## src/rtl/alu_mul_seq.sv

```systemverilog
// Iterative 32x32 shift-add multiplier that borrows the shared CPU ALU for its adds.
// Optional two's-complement mode is compiled in with `define ALU_MUL_SIGNED_EN.
module alu_mul_seq #(
  parameter int ITER = 32
) (
  input  logic        clk_i,
  input  logic        rst_n,
  input  logic        start_i,
  input  logic [31:0] mcand_i,
  input  logic [31:0] mplier_i,
`ifdef ALU_MUL_SIGNED_EN
  input  logic        mul_signed_i,
`endif
  output logic        busy_o,
  output logic        done_o,
  output logic [63:0] product_o,
  output logic        alu_own_o,
  output logic [31:0] alu_src1_o,
  output logic [31:0] alu_src2_o,
  output logic [3:0]  alu_op_o,
  input  logic [31:0] alu_result_i
);

  localparam logic [3:0] ALU_ADD = 4'b0010;
  localparam logic [4:0] LAST    = 5'(ITER - 1);

  typedef enum logic [1:0] {IDLE, BUSY, DONE} state_t;

  state_t      state, state_nxt;
  logic [31:0] hi, lo, mc;
  logic [4:0]  cnt;
  logic        start_ok, carry;
  logic [31:0] hi_step, lo_step, mc_cap, lo_cap;
  logic [63:0] prod_step;

  // NOTE: every signal driven here gets a default first, so no path can infer a latch.
  always_comb begin
    state_nxt  = state;
    start_ok   = 1'b0;
    alu_own_o  = 1'b0;
    alu_src1_o = '0;
    alu_src2_o = '0;
    alu_op_o   = '0;
    case (state)
      IDLE: begin
        if (start_i) begin
          start_ok  = 1'b1;
          state_nxt = BUSY;
        end
      end
      BUSY: begin
        alu_own_o  = 1'b1;
        alu_src1_o = hi;
        alu_src2_o = lo[0] ? mc : '0;
        alu_op_o   = ALU_ADD;
        if (cnt == LAST) state_nxt = DONE;
      end
      DONE: begin
        if (start_i) begin
          start_ok  = 1'b1;
          state_nxt = BUSY;
        end else begin
          state_nxt = IDLE;
        end
      end
      default: state_nxt = IDLE;
    endcase
  end

  // The ALU is only 32 bits wide, so the carry-out is rebuilt from the operand and result MSBs.
  always_comb begin
    carry   = (alu_src1_o[31] & alu_src2_o[31]) |
              ((alu_src1_o[31] | alu_src2_o[31]) & ~alu_result_i[31]);
    hi_step = {carry, alu_result_i[31:1]};
    lo_step = {alu_result_i[0], lo[31:1]};
  end

`ifdef ALU_MUL_SIGNED_EN
  logic sign;

  // Signed operands are reduced to magnitudes; the sign is reapplied to the final product.
  always_comb begin
    mc_cap    = (mul_signed_i && mcand_i[31])  ? -mcand_i  : mcand_i;
    lo_cap    = (mul_signed_i && mplier_i[31]) ? -mplier_i : mplier_i;
    prod_step = sign ? -{hi_step, lo_step} : {hi_step, lo_step};
  end

  always_ff @(posedge clk_i or negedge rst_n) begin
    if (!rst_n)        sign <= 1'b0;
    else if (start_ok) sign <= mul_signed_i & (mcand_i[31] ^ mplier_i[31]);
  end
`else
  always_comb begin
    mc_cap    = mcand_i;
    lo_cap    = mplier_i;
    prod_step = {hi_step, lo_step};
  end
`endif

  // NOTE: sequential state uses non-blocking assignments so every register samples pre-edge values.
  always_ff @(posedge clk_i or negedge rst_n) begin
    if (!rst_n) begin
      state     <= IDLE;
      hi        <= '0;
      lo        <= '0;
      mc        <= '0;
      cnt       <= '0;
      product_o <= '0;
    end else begin
      state <= state_nxt;
      if (start_ok) begin
        hi  <= '0;
        lo  <= lo_cap;
        mc  <= mc_cap;
        cnt <= '0;
      end else if (state == BUSY) begin
        hi  <= hi_step;
        lo  <= lo_step;
        cnt <= cnt + 5'd1;
        if (cnt == LAST) product_o <= prod_step;
      end
    end
  end

  assign busy_o = (state == BUSY);
  assign done_o = (state == DONE);

endmodule
```

## config.mk

```make
export PLATFORM = sky130hd
export DESIGN_NAME = alu_mul_seq
export DESIGN_NICKNAME = d
export VERILOG_FILES = /design/src/rtl/alu_mul_seq.sv
export SDC_FILE = /design/constraint.sdc
export NUM_CORES = 1
export LEC_CHECK = 0
export ABC_AREA = 1
export CORE_UTILIZATION = 46
export DETAILED_ROUTE_END_ITERATION = 10
export GPL_ROUTABILITY_DRIVEN = 0
export PLACE_DENSITY = 0.84
export SLEW_MARGIN = 30
export SYNTH_ARGS = -nofsm -noshare
export SYNTH_HDL_FRONTEND = slang
export SYNTH_SLANG_ARGS = --single-unit
```

## constraint.sdc

```tcl
create_clock -name clk_i -period 1.6 [get_ports clk_i]
set_input_delay 0.32 -clock clk_i [delete_from_list [all_inputs] [get_ports clk_i]]
set_output_delay 0.32 -clock clk_i [all_outputs]
set_load 0.1 [all_outputs]
```

### After elaboration in Yosys (flattened, before gate mapping)

Index checks and enable logic that the tools add are counted.
Widths: inputs -> output; s select.

| cells by class | value |
|---|---|
| $add $sub $neg | 1 |
| eq/ne operators | 5 |
| multiplexer cells | 17 |
| bitwise operators | 6 |
| reductions and logical operators | 5 |

Operators with widths:

| operator | number |
|---|---|
| $mux 32 | 7 |
| $mux 5 | 2 |
| $mux 2 | 3 |
| $pmux 2 s3 | 1 |
| $add 5x1->5 const B | 1 |
| $eq 5x5->1 const B | 1 |
| $mux 1 | 4 |
| $reduce_and 3->1 | 1 |
| $and 1x1->1 | 2 |
| $eq 2x1->1 const B | 1 |
| $eq 2x2->1 const B | 1 |
| $logic_not 2->1 | 1 |
| $ne 2x1->1 const B | 1 |
| $ne 2x2->1 const B | 1 |
| $not 1->1 | 2 |
| $or 1x1->1 | 2 |
| $reduce_and 2->1 | 1 |
| $reduce_bool 2->1 | 1 |
| $reduce_or 2->1 | 1 |

| storage, ports and cells | value |
|---|---|
| flip-flop bits (word level) | 167 |
| bits of input ports | 99 |
| output and inout port bits | 135 |
| word-level logic and storage cells | 40 |

### Logic depth before layout (Yosys ltp)

Gate-level depths: netlist of run 1.

| depth | value |
|---|---|
| depth after elaboration | 7 |
| depth in mapped cells | 9 |
| gate-level depth less buffers | 8 |

### Least setup slack after synthesis of run 1

No wires, ideal clock.

| path | value |
|---|---|
| path type | register -> output |
| start | register state[1] |
| end | output port alu_src1_o[24] |
| data arrival time | 2.209 ns |
| data required time | 1.280 ns |
| slack | -0.929 ns |
| stages on the path, launching flop included | 7 |
| buffers on the path | 3 |
| cells stage by stage | dfrtp_1 inv_2 nand2_2 buf_6 buf_4 buf_2 nor2_1 |

| between the ends | value |
|---|---|
| word-level cells in the longest chain between the ends | 2 |

Ends and longest elaborated chain:

| what | RTL line | source |
|---|---|---|
| start, declared | 29 | `state_t state, state_nxt;` |
| start signal, assigned | 110 | `state <= state_nxt;` |
| $eq 2x1->1 | 44 | `case (state)` |
| $mux 32 | 44 |  |
| end, declared | 18 | `output logic [31:0] alu_src1_o,` |

Every way passes these cells.

### Worst setup path after layout of run 1

| path | value |
|---|---|
| start | register state[1] |
| end | output port alu_src1_o[21] |

The elaborated chain is that of the path after synthesis.

==> results.md, run 1 <==
Setup path:
- On the critical path the largest part of the delay comes from buffers and inverters.
- The element type at the critical path start is a flop.
- The critical path goes through inv_2, nand2_8, buf_12, buf_16, nor2_4, buf_12.
- The kind of critical path is flop to output pin.
- The number of buffers and inverters on the critical path is 4.
- The cell seen most often among critical-path stages is buf_12.
- The data arrival at the endpoint of the critical path is 1.70 ns.
- Along the worst path, the maximum fanout reaches 6.
- In this design, the stage delay of the slowest critical-path cell is 0.40 ns.
- The data required time of the critical path is 1.28 ns.
- The critical path endpoint category is an output pin.
- The slowest stage of the critical path is the dfrtp_1 cell.

Synth:
- The cell area that synthesis handed to floorplanning was 7160 µm².
- After synthesis the netlist holds a flip-flop and latch count of 167.
- Of the post-synthesis cell area, the dominant cell type holds 58.4%.
- After technology mapping, the gate count stands at 843.
- The number of flops mapped to enable cells by yosys is 0.
- During synthesis, Yosys emitted a total of 0 warnings.
- The share of synthesized flip-flops with an asynchronous set or reset is 100%.
- Yosys instantiated no cell more often than nand2_1.
- Synthesis instantiated 23 different standard cells from the library.
- Counting instances in the post-synthesis netlist gives the leading cell types as nand2_1, dfrtp_1, nor2_1, inv_1, o21ai_0.
- A synthesized cell averages 8.49 µm².
- Summed over all instances, the cell type with the most area after synthesis is dfrtp_1.
- The sequential-to-total area share from yosys stat is between 50 and 60%.
- After synthesis, the cell types taking the most area are dfrtp_1, nand2_1, nor2_1, o21ai_0, inv_1.
- For this run, the leading register cell type out of synthesis is dfrtp_1.

Clock tree:
- The number of buffers added by the clock tree synthesis step is 17.
- TritonCTS built the clock tree.
- The maximum buffer depth of the clock tree is 2.
- The later pin in the worst-skew pair is clocked with a latency of 0.44 ns.
- The number of levels in the clock H-tree is 4.
- The cell sitting at the root of the clock tree is a clkbuf_16.
- For this design, the sink count on the clock tree is 167.
- The clock slew seen by the registers of the worst setup and hold paths is 0.08 ns.

Layout:
- The fraction of layout instances using a drive strength above 1 is approximately 35%.
- Compared with the post-synthesis result, the final layout area differs by 85.7%.
- The antenna diode count is 0.
- Across the whole layout, storage elements account for about 4200 µm².
- Summing all non-filler instances in the final layout gives an area of 13300 µm².
- Summing all multi-input logic gate instances after layout gives 3190 µm².
- Fill cells in the final layout number 638.
- The final layout contains 1208 nets.

Timing:
- Derived from the worst setup path, the maximum achievable clock frequency is between 400 and 500 MHz.
- The final setup skew is 0.0144 ns.
- After routing, the total negative slack on setup checks comes to -28.33 ns.
- Across all setup checks in the final design, the least slack found is -0.416 ns.
- The total count of max-transition violations in the final report is 0.
- The hold violation count in the final report was 0.
- Setup violations remaining at the end of the flow were counted as 116.
- Counting I/O delays and the setup requirement, the final critical path takes 2.02 ns.
- Setup repair after global routing could not meet its margin everywhere.
- Of the available clock period, the critical path in the final layout requires 126%.

Place:
- The standard cell area after detailed placement is between 10000 and 15000 µm².
- The final HPWL from detailed placement is 14200 µm.
- In this run the tool buffered the top-level ports with 230 buffer cells.
- The pre-CTS setup slack is -0.0555 ns.

Floorplan:
- The full die area is ~16000 µm².
- Row generation in the floorplan step produced 45 rows.
- For this configuration, the core starts out at a cell density of around 47%.
- The die is 127 µm wide.
- The floorplan step set the die height to approximately 130 µm.
- In this run the standard cell core region covers 15200 µm².
- During I/O placement, the number of pins put on the boundary was around 230.

GRT:
- The number of antenna violations at the first check in global routing is 0.
- The number of global-route vias before repair came to 7022.
- The first-pass GRT wire length is 37100 µm.
- For this run the aggregate overflow at the end of global routing stands at 0.
- Entering global routing, the biggest net connects 49 pins.
- Global routing consumed, over all layers together, a little under a third of the routing resources.

Route:
- In the routed layout, each cell is associated on average with a via count of about 5.5.
- The number of vias after detailed routing is 7155.
- The post-detailed-route DRC marker count is 0.
- After the first detailed-routing iteration, the DRC count stood at ~650.
- The mean routed wirelength per cell is approximately 21 µm.
- Wires add up to 27500 µm.
- The iteration count of the initial detailed-routing pass is 5.
- In this run the remaining antenna-violating nets after routing total 0.

Flow run:
- The max-cap violation count is 0.

Status:
- The checks that failed: setup timing.
- The run finished, with violations left.

Hold path:
- In this run the worst hold path is classified as input port to async pin.
==> per-layer routing <==
layer  part of all wire [%]  track usage [%]
met1                     35             36.1
met2                     51             52.0
met3                    8.8             8.27
met4                    4.6             13.9
met5                      0                0
==> sequential cells by signal, indices dropped and copies added, names as in the netlist <==
register and count:
product_o 64, hi 32, lo 32, mc 32
cnt 5, state 2
==> path summary, 6_finish.rpt <==
kind / start / slack [ns] / depth (start not counted) / endpoint
max reg2reg: cnt[0]$_DFFE_PN0P_ / -0.19 / 10 / product_o[43]$_DFFE_PN0P_
min reg2reg: mc[17]$_DFFE_PN0P_ / 0.48 / 2 / mc[17]$_DFFE_PN0P_
max: state[1]$_DFFE_PN0P_ / -0.42 / 6 / alu_src1_o[21]
min: rst_n / 0.35 / 2 / product_o[6]$_DFFE_PN0P_
max in group asynchronous: rst_n / 0.67 / 3 / product_o[43]$_DFFE_PN0P_
min in group clk_i: mcand_i[4] / 0.42 / 3 / mc[4]$_DFFE_PN0P_
==> metrics by stage <==
step / util (%) / instances / hold slack, ns
2_1_floorplan: - / 845 / 0.0244
4_1_cts: 84.2 / 1293 / 0.328
6_report: 87.5 / 1308 / 0.346
5_1_grt: 87.5 / 1308 / 0.364
3_3_place_gp: 76.0 / 1233 / 0.215
3_5_place_dp: 76.0 / 1233 / 0.213
==> placed cells by master, fill, tap and decap left out, types with 2 or more instances in the layout <==
cell / netlist / layout
a21oi_1: 17 / 17
buf_12: 0 / 150
buf_16: 0 / 13
buf_4: 16 / 25
buf_6: 9 / 8
bufinv_16: 0 / 3
clkbuf_16: 0 / 20
clkdlybuf4s50_1: 0 / 97
clkinv_2: 0 / 3
clkinvlp_4: 0 / 6
conb_1: 1 / 3
dfrtp_1: 167 / 166
ha_2: 0 / 2
inv_1: 82 / 81
inv_2: 4 / 2
inv_6: 0 / 4
nand2_1: 289 / 231
nand2_2: 2 / 27
nand2_4: 2 / 34
nand3_1: 4 / 4
nor2_1: 94 / 28
nor2_4: 1 / 66
nor3_1: 3 / 3
o211ai_2: 2 / 2
o21ai_0: 69 / 39
o21ai_1: 12 / 22
o21ai_2: 4 / 24
o22ai_1: 31 / 31
==> cells by family after synthesis <==
kind of cell,after synthesis,share of synthesized area [%]
compound gates,135,10.4
fa+ha+maj,2,0.349
buf+inv,143,9.61
flops,167,58.4
other cells,1,0.0524
simple gates,395,21.2
==> final cells by class <==
| class | count | area share (%) |
|---|---|---|
| tap | 188 | 1.77 |
| clock buffer | 18 | 3.30 |
| clock inverter | 14 | 1.28 |
| inverter | 86 | 2.51 |
| timing repair inverter | 1 | 0.0565 |
| sequential | 167 | 31.4 |
| multi-input combinational | 535 | 24.0 |
| timing repair buffer | 299 | 35.7 |
==> timing repair <==
action,in CTS,in global routing
pin swaps,26,20
setup buffers,18,9
resized for setup,88,94
cloned,10,7
hold buffers,1,0
hold endpoints to repair,24,0
setup endpoints to repair,108,134
Power of run 1 is not shown: default switching activity piles up to over one toggle a cycle in this logic, so the estimate is an artifact.
==> run 2, diff against run 1 <==
--- a/config.mk
+++ b/config.mk
@@ -9,6 +9,7 @@
 export CORE_UTILIZATION = 46
 export DETAILED_ROUTE_END_ITERATION = 10
 export GPL_ROUTABILITY_DRIVEN = 0
+export GPL_TIMING_DRIVEN = 0
 export PLACE_DENSITY = 0.84
 export SLEW_MARGIN = 30
 export SYNTH_ARGS = -nofsm -noshare
==> run 2 against run 1 <==
The run still ends with setup timing left. Cell count increased by 1.8%. Worst setup slack got worse by 0.031 ns. Sequential share of layout area increased by 3.5 points. Clock skew decreased by 0.0064 ns. Critical endpoint is now alu_src1_o[4].
==> results.md, run 2 (synthesis gave the netlist of run 1 again) <==
Timing:
- At the pin with the least slew margin, the transition time is 0.528 ns.
- The total count of max-transition violations in the final report is 0.
- After layout, the minimum clock period comes to around 2.0 ns.
- The total of endpoints with negative setup slack in the final report is 68.
- Setup repair after global routing could not meet its margin everywhere.
- Setup slack on the critical path of the routed design comes to -0.447 ns.
- The hold violation count in the final report is 0.
- The fmax is 489 MHz.
- In this run the tightest slew margin relative to its limit is 65.0%.
- For the final database, setup skew stands at 0.00800 ns.
- Of the available clock period, the critical path in the final layout requires 128%.

Clock tree:
- Buffers inserted during clock tree synthesis total 17.
- TritonCTS built the clock tree.
- The clock latency of the later-clocked register in the worst-skew pair is 0.42 ns.
- Clock-pin slew was measured on the worst setup and hold paths at 0.06 ns.
- Counting every sink on the clock net gives 167.
- The maximum buffer depth of the clock tree is 2.
- The cell at the root of the clock tree is clkbuf_16.
- The number of levels in the clock H-tree is 4.

Floorplan:
- roughly 230 I/O pins were placed.
- The total area inside the core boundary comes to 15200 µm².
- The height of the die is 127 µm.
- The starting density of the core is 47.1%.
- The number of cell rows is 45.
- The horizontal extent of the die is 127 µm.
- The full die area is 16100 µm².

Setup path:
- In this run the register-to-register setup slack is 0.03 ns.
- The capture point of the worst path is alu_src1_o[4].
- The reg-to-reg critical path endpoint is hi[17]$_DFFE_PN0P_.
- At the worst endpoint, the required time is about 1.3 ns.
- Tracing the worst setup path back leads to its startpoint at state[1]$_DFFE_PN0P_.
- Along the worst path, the maximum fanout reaches 10.
- The beginning of the worst register-to-register path is state[0]$_DFFE_PN0P_.
- The critical path in this run is classified as flop to output pin.
- The logic depth of the worst register-to-register path is 8.
- The worst setup path is captured at an output pin.
- STA classifies the critical path startpoint as a flop.
- The data arrival at the endpoint of the critical path is 1.73 ns.

Route:
- Summed over all layers, the routed wires come to 22800 µm.
- The count of nets left with antenna violations once routing finished came out at 0.
- The average vias per placed instance is 5.20.
- The post-detailed-route DRC marker count is 0.
- The mean routed wirelength per cell is 17.1 µm.
- Summing over every cut layer, the via total after detailed routing is 6923.
- The number of design-rule violations left by the first detailed-router iteration is about 350.
- Before antenna repair, the detailed router went through 5 iterations.

Layout:
- The footprint of the multi-input gates is 2860 µm².
- Cells with a size suffix above 1 make up 29.9% of the layout.
- The top cell types in the final layout, fill and taps aside, are nand2_1, dfrtp_1, clkdlybuf4s50_1, inv_1, buf_2.
- The antenna diode count is 0.
- The flip-flop count of the largest register, all copies and words added is 64.
- Fill cells in the final layout number 940.
- After the last flow step, the layout net total stands at 1232.
- The final standard cell utilization of the core is 78.7%.
- The area added between synthesis and finish is 67.0%.
- The storage element area is 4180 µm².
- The most frequent standard cell in the layout excluding fill and tap cells is nand2_1.
- More flip-flops sit in one register than any other, and that register is product_o.

Hold path:
- In this run the worst hold path is classified as input port to async pin.

GRT:
- The number of global-route vias before repair is 7039.
- The number of antenna violations at the first check in global routing is 0.
- The maximum number of pins on one net before global-route repair is 75.
- The global route total overflow is 0.
- The first global-routing pass estimated 36000 µm of wire.
- Across every metal layer, demand over resource in global routing totals 29.3%.

Place:
- The final HPWL from detailed placement is 14600 µm.
- The number of I/O port buffers is 230.

Status:
- The checks that failed: setup timing.
- The run finished, with violations left.

Flow run:
- The max-cap violation count is 0.
[run 2: cell types whose count changed in the layout (fill, tap and decap cells not counted), sizes merged]
cell	before	now
bufinv	3	6
clkinvlp	6	1
clkinv	4	1
inv	88	86
buf	197	208
nand2	293	294
clkbuf	21	40
[run 2: area by class of cell]
cell class | instances | area share, %
inverters | 86 | 2.72
well taps | 188 | 1.97
multi-input cells | 536 | 23.9
plain buffers | 56 | 4.88
clock buffers | 24 | 3.94
flip-flops and latches | 167 | 34.9
clock inverters | 8 | 1.61
repair buffers | 267 | 26.0
[run 2: routing by layer]
metal	track usage, %	vias to the layer above	routed length, µm
met5	0	-	0
met2	49.4	327	11400
met3	7.13	65	1570
met4	13.6	0	792
met1	35.5	3348	9030
li1	-	3183	-
[run 2: critical path: stages, from the launching register on]
cell     delay, ns
dfrtp_1       0.40
inv_2         0.07
nand2_2       0.06
buf_8         0.14
buf_12        0.15
buf_12        0.16
nor2_4        0.12
buf_12        0.18
[run 2: worst min-delay path by stage]
stage                        from                         to
4_1_cts                     rst_n  product_o[60]$_DFFE_PN0P_
3_5_place_dp                rst_n  product_o[60]$_DFFE_PN0P_
3_3_place_gp   cnt[4]$_DFFE_PN0P_         cnt[4]$_DFFE_PN0P_
2_1_floorplan               rst_n         cnt[0]$_DFFE_PN0P_
6_report                    rst_n  product_o[60]$_DFFE_PN0P_
5_1_grt                     rst_n  product_o[60]$_DFFE_PN0P_
[run 2: timing repair]
item,4_1_cts,5_1_grt
setup buffers,24,5
endpoints found under the setup margin,196,146
hold endpoints to repair,26,0
gates cloned,5,2
hold buffers,1,0
resized for setup,988,44
pin swaps,12,17
[run 2: stage by stage]
step	cells	area (µm²)	TNS (ns)	worst slack [ns]	hold slack, ns
6_report	1332	12000	-27.39	-0.447	0.331
5_1_grt	1332	12000	-30.61	-0.496	0.346
4_1_cts	1327	11800	-28.23	-0.470	0.331
3_5_place_dp	1265	10300	-94.04	-1.22	0.174
3_3_place_gp	1263	10300	-1182.29	-6.56	0.461
2_1_floorplan	845	7720	-12.41	-0.294	0.0244
Power of run 2 is left out for the same reason.
==> run 3, diff against run 2 <==
--- a/config.mk
+++ b/config.mk
@@ -6,11 +6,12 @@
 export NUM_CORES = 1
 export LEC_CHECK = 0
 export ABC_AREA = 1
-export CORE_UTILIZATION = 46
+export CORE_UTILIZATION = 48
+export CTS_BUF_LIST = sky130_fd_sc_hd__clkbuf_2
 export DETAILED_ROUTE_END_ITERATION = 10
 export GPL_ROUTABILITY_DRIVEN = 0
 export GPL_TIMING_DRIVEN = 0
-export PLACE_DENSITY = 0.84
+export PLACE_DENSITY = 0.87
 export SLEW_MARGIN = 30
 export SYNTH_ARGS = -nofsm -noshare
 export SYNTH_HDL_FRONTEND = slang
==> run 3 against run 2 <==
The run still ends with setup timing left. Via count is 20% higher. Non-clock buffer count is 33 higher. Global-route usage is 6.4 points higher. Wire length is 54% higher. Count of clock-buffer cells in the layout is 6 lower. Hold slack worse by 0.32 ns. Worst setup slack worse by 0.54 ns. Maximum frequency is 21% lower. First-iteration DRC count grew to 3.0 times the previous value. Die area is 4.1% lower. Register-to-register slack worse by 0.68 ns. Clock skew is 0.038 ns higher.
==> results.md, run 3 (synthesis gave the netlist of run 1 again) <==
Status:
- The run finished, with violations left.
- The final reports fail on setup timing.

Setup path:
- The launch point of the worst path is state[1]$_DFFE_PN0P_.
- The beginning of the worst register-to-register path is state[1]$_DFFE_PN0P_.
- The worst register-to-register path has a setup slack of -0.65 ns.
- The worst register-to-register path ends at lo[3]$_DFFE_PN0P_.
- STA classifies the critical path startpoint as a flop.
- In this run the worst path has a maximum fanout of 7.
- The worst register-to-register path has a depth of 7.
- The worst setup path is captured at an output pin.
- The data arrival at the endpoint of the critical path is about 2.3 ns.
- The capture point of the worst path is alu_src1_o[15].
- The data required time of the critical path is 1.28 ns.
- The critical path is of the flop to output pin type.

Timing:
- The final clock period utilization by the worst path is 162%.
- Static timing analysis puts the maximum clock frequency at 387 MHz.
- Counting I/O delays and the setup requirement, the final critical path takes 2.59 ns.
- Setup repair after global routing could not meet its margin everywhere.
- The total count of max-transition violations in the final report is 0.
- The worst-case headroom to the max-slew limit is 24.8%.
- The hold violation count in the final report is 0.
- The final setup skew is 0.0463 ns.
- The total of endpoints with negative setup slack in the final report is 188.
- The slew at the pin closest to its max-slew limit is 1.12 ns.
- The setup slack of the critical path after layout is -0.985 ns.

Route:
- The mean routed wirelength per cell is 25.7 µm.
- The post-detailed-route DRC marker count is 0.
- The final routed wirelength across all metal layers is 35000 µm.
- The number of vias after detailed routing is around 8300.
- After the first detailed-routing iteration, the DRC count stood at 1027.
- In this run the remaining antenna-violating nets after routing total 0.
- After detailed routing, the number of vias per cell comes to 6.07.
- The first detailed-routing pass ran for 8 iterations.

Clock tree:
- The clock latency of the later-clocked register in the worst-skew pair is 0.84 ns.
- Clock-pin slew was measured on the worst setup and hold paths at 0.27 ns.
- The maximum buffer depth of the clock tree is 2.
- The clock sink count is 167.
- The cell at the root of the clock tree is clkbuf_2.
- The TritonCTS clock tree is yes.
- The number of buffers added by the clock tree synthesis step is 17.
- CTS built an H-tree with a depth of 4.

Floorplan:
- The initial utilization of the core area, before any placement, comes to 49.3%.
- 234 I/O pins were placed.
- The horizontal extent of the die is 124 µm.
- In this run the core area contains 44 standard-cell rows.
- The height of the die is 124 µm.
- The core region is 14500 µm².
- The floorplan step defined a die boundary enclosing 15400 µm².

Layout:
- The number of nets at the end of the flow is 1265.
- The largest register by flop count is product_o.
- The final standard cell utilization of the core is about nine tenths.
- In the layout the commonest cells are nand2_1, dfrtp_1, buf_12, clkdlybuf4s50_1, inv_1.
- The fraction of layout instances using a drive strength above 1 is 36.4%.
- The area added between synthesis and finish is 82.7%.
- The finished layout holds 1363 standard cells, fillers aside.
- The flip-flop count of the largest register, all copies and words added is 64.
- The most frequent standard cell in the layout excluding fill and tap cells is nand2_1.

GRT:
- Entering global routing, the biggest net connects 81 pins.
- The first global-routing pass estimated 40400 µm of wire.
- The number of antenna violations at the first check in global routing is 5.
- The number of global-route vias before repair is 7609.
- The aggregate global-route resource usage is 35.6%.
- Summed over all layers, the global routing overflow is 0.

Hold path:
- The class of the tightest hold or removal check is input port to async pin.

Place:
- The final HPWL from detailed placement is 14800 µm.
- In this run the tool buffered the top-level ports with 230 buffer cells.
- The instance count after placement with tap cells included is around 1300.
- The pre-CTS setup slack is -1.18 ns.

Flow run:
- The max-cap violation count is 0.
[run 3: changes by cell type in the layout (fill, tap and decap cells not counted), sizes merged]
cell      before  now
buf          208  240
clkinv         1   11
bufinv         6    1
clkbuf        40   35
diode          0    3
clkinvlp       1    2
inv           86   85
[run 3: metrics by stage]
| step | hold slack, ns | instance area, µm² | setup TNS (ns) |
|---|---|---|---|
| floorplan | 0.0244 | 7720 | -12.41 |
| global placement | 0.460 | 10300 | -1186.51 |
| detailed placement | 0.166 | 10300 | -90.62 |
| CTS | 0.0450 | 12400 | -62.14 |
| global route | 0.0306 | 13100 | -80.36 |
| finish | 0.0155 | 13100 | -75.68 |
[run 3: repair_timing]
action,CTS,global route
endpoints found under the setup margin,196,211
gates resized for setup,1231,149
cloned,10,4
hold buffers,2,0
pin swaps,14,19
hold endpoints to repair,87,0
buffers inserted,28,28
[run 3: area by class of cell]
| type | count | area (µm²) |
|---|---|---|
| Sequential cell | 167 | 4180 |
| Timing Repair Buffer | 300 | 4460 |
| Tap cell | 184 | 230 |
| Buffer | 56 | 627 |
| Multi-Input combinational cell | 536 | 3050 |
| Antenna cell | 3 | 7.51 |
| Fill cell | 526 | 1460 |
| Inverter | 86 | 340 |
| Clock inverter | 13 | 90.1 |
| Clock buffer | 18 | 90.1 |
[run 3: worst max-delay path, cell delays in order (launching register included)]
cell,delay [ns]
dfrtp_1,0.45
inv_2,0.08
nand2_2,0.07
buf_8,0.14
buf_12,0.16
clkbuf_16,0.18
nor2_4,0.18
buf_12,0.20
[run 3: worst min-delay path by stage]
| stage | start | endpoint | slack (ns) | cells after the start |
|---|---|---|---|---|
| 2_1_floorplan | rst_n | cnt[0]$_DFFE_PN0P_ | 0.02 | 0 |
| 3_3_place_gp | cnt[4]$_DFFE_PN0P_ | cnt[4]$_DFFE_PN0P_ | 0.46 | 2 |
| 3_5_place_dp | rst_n | hi[26]$_DFFE_PN0P_ | 0.17 | 1 |
| 4_1_cts | mcand_i[17] | mc[17]$_DFFE_PN0P_ | 0.05 | 3 |
| 5_1_grt | mcand_i[9] | mc[9]$_DFFE_PN0P_ | 0.03 | 3 |
| 6_report | rst_n | product_o[4]$_DFFE_PN0P_ | 0.02 | 3 |
[run 3: layer usage]
metal  track usage, %  wire [µm]  up-vias
li1                 -          -     3254
met4             18.5       2890        4
met3             12.6       4700      282
met5                0         55        -
met1             38.8      10900     3952
met2             60.8      16500      787
Power of run 3 is left out for the same reason.
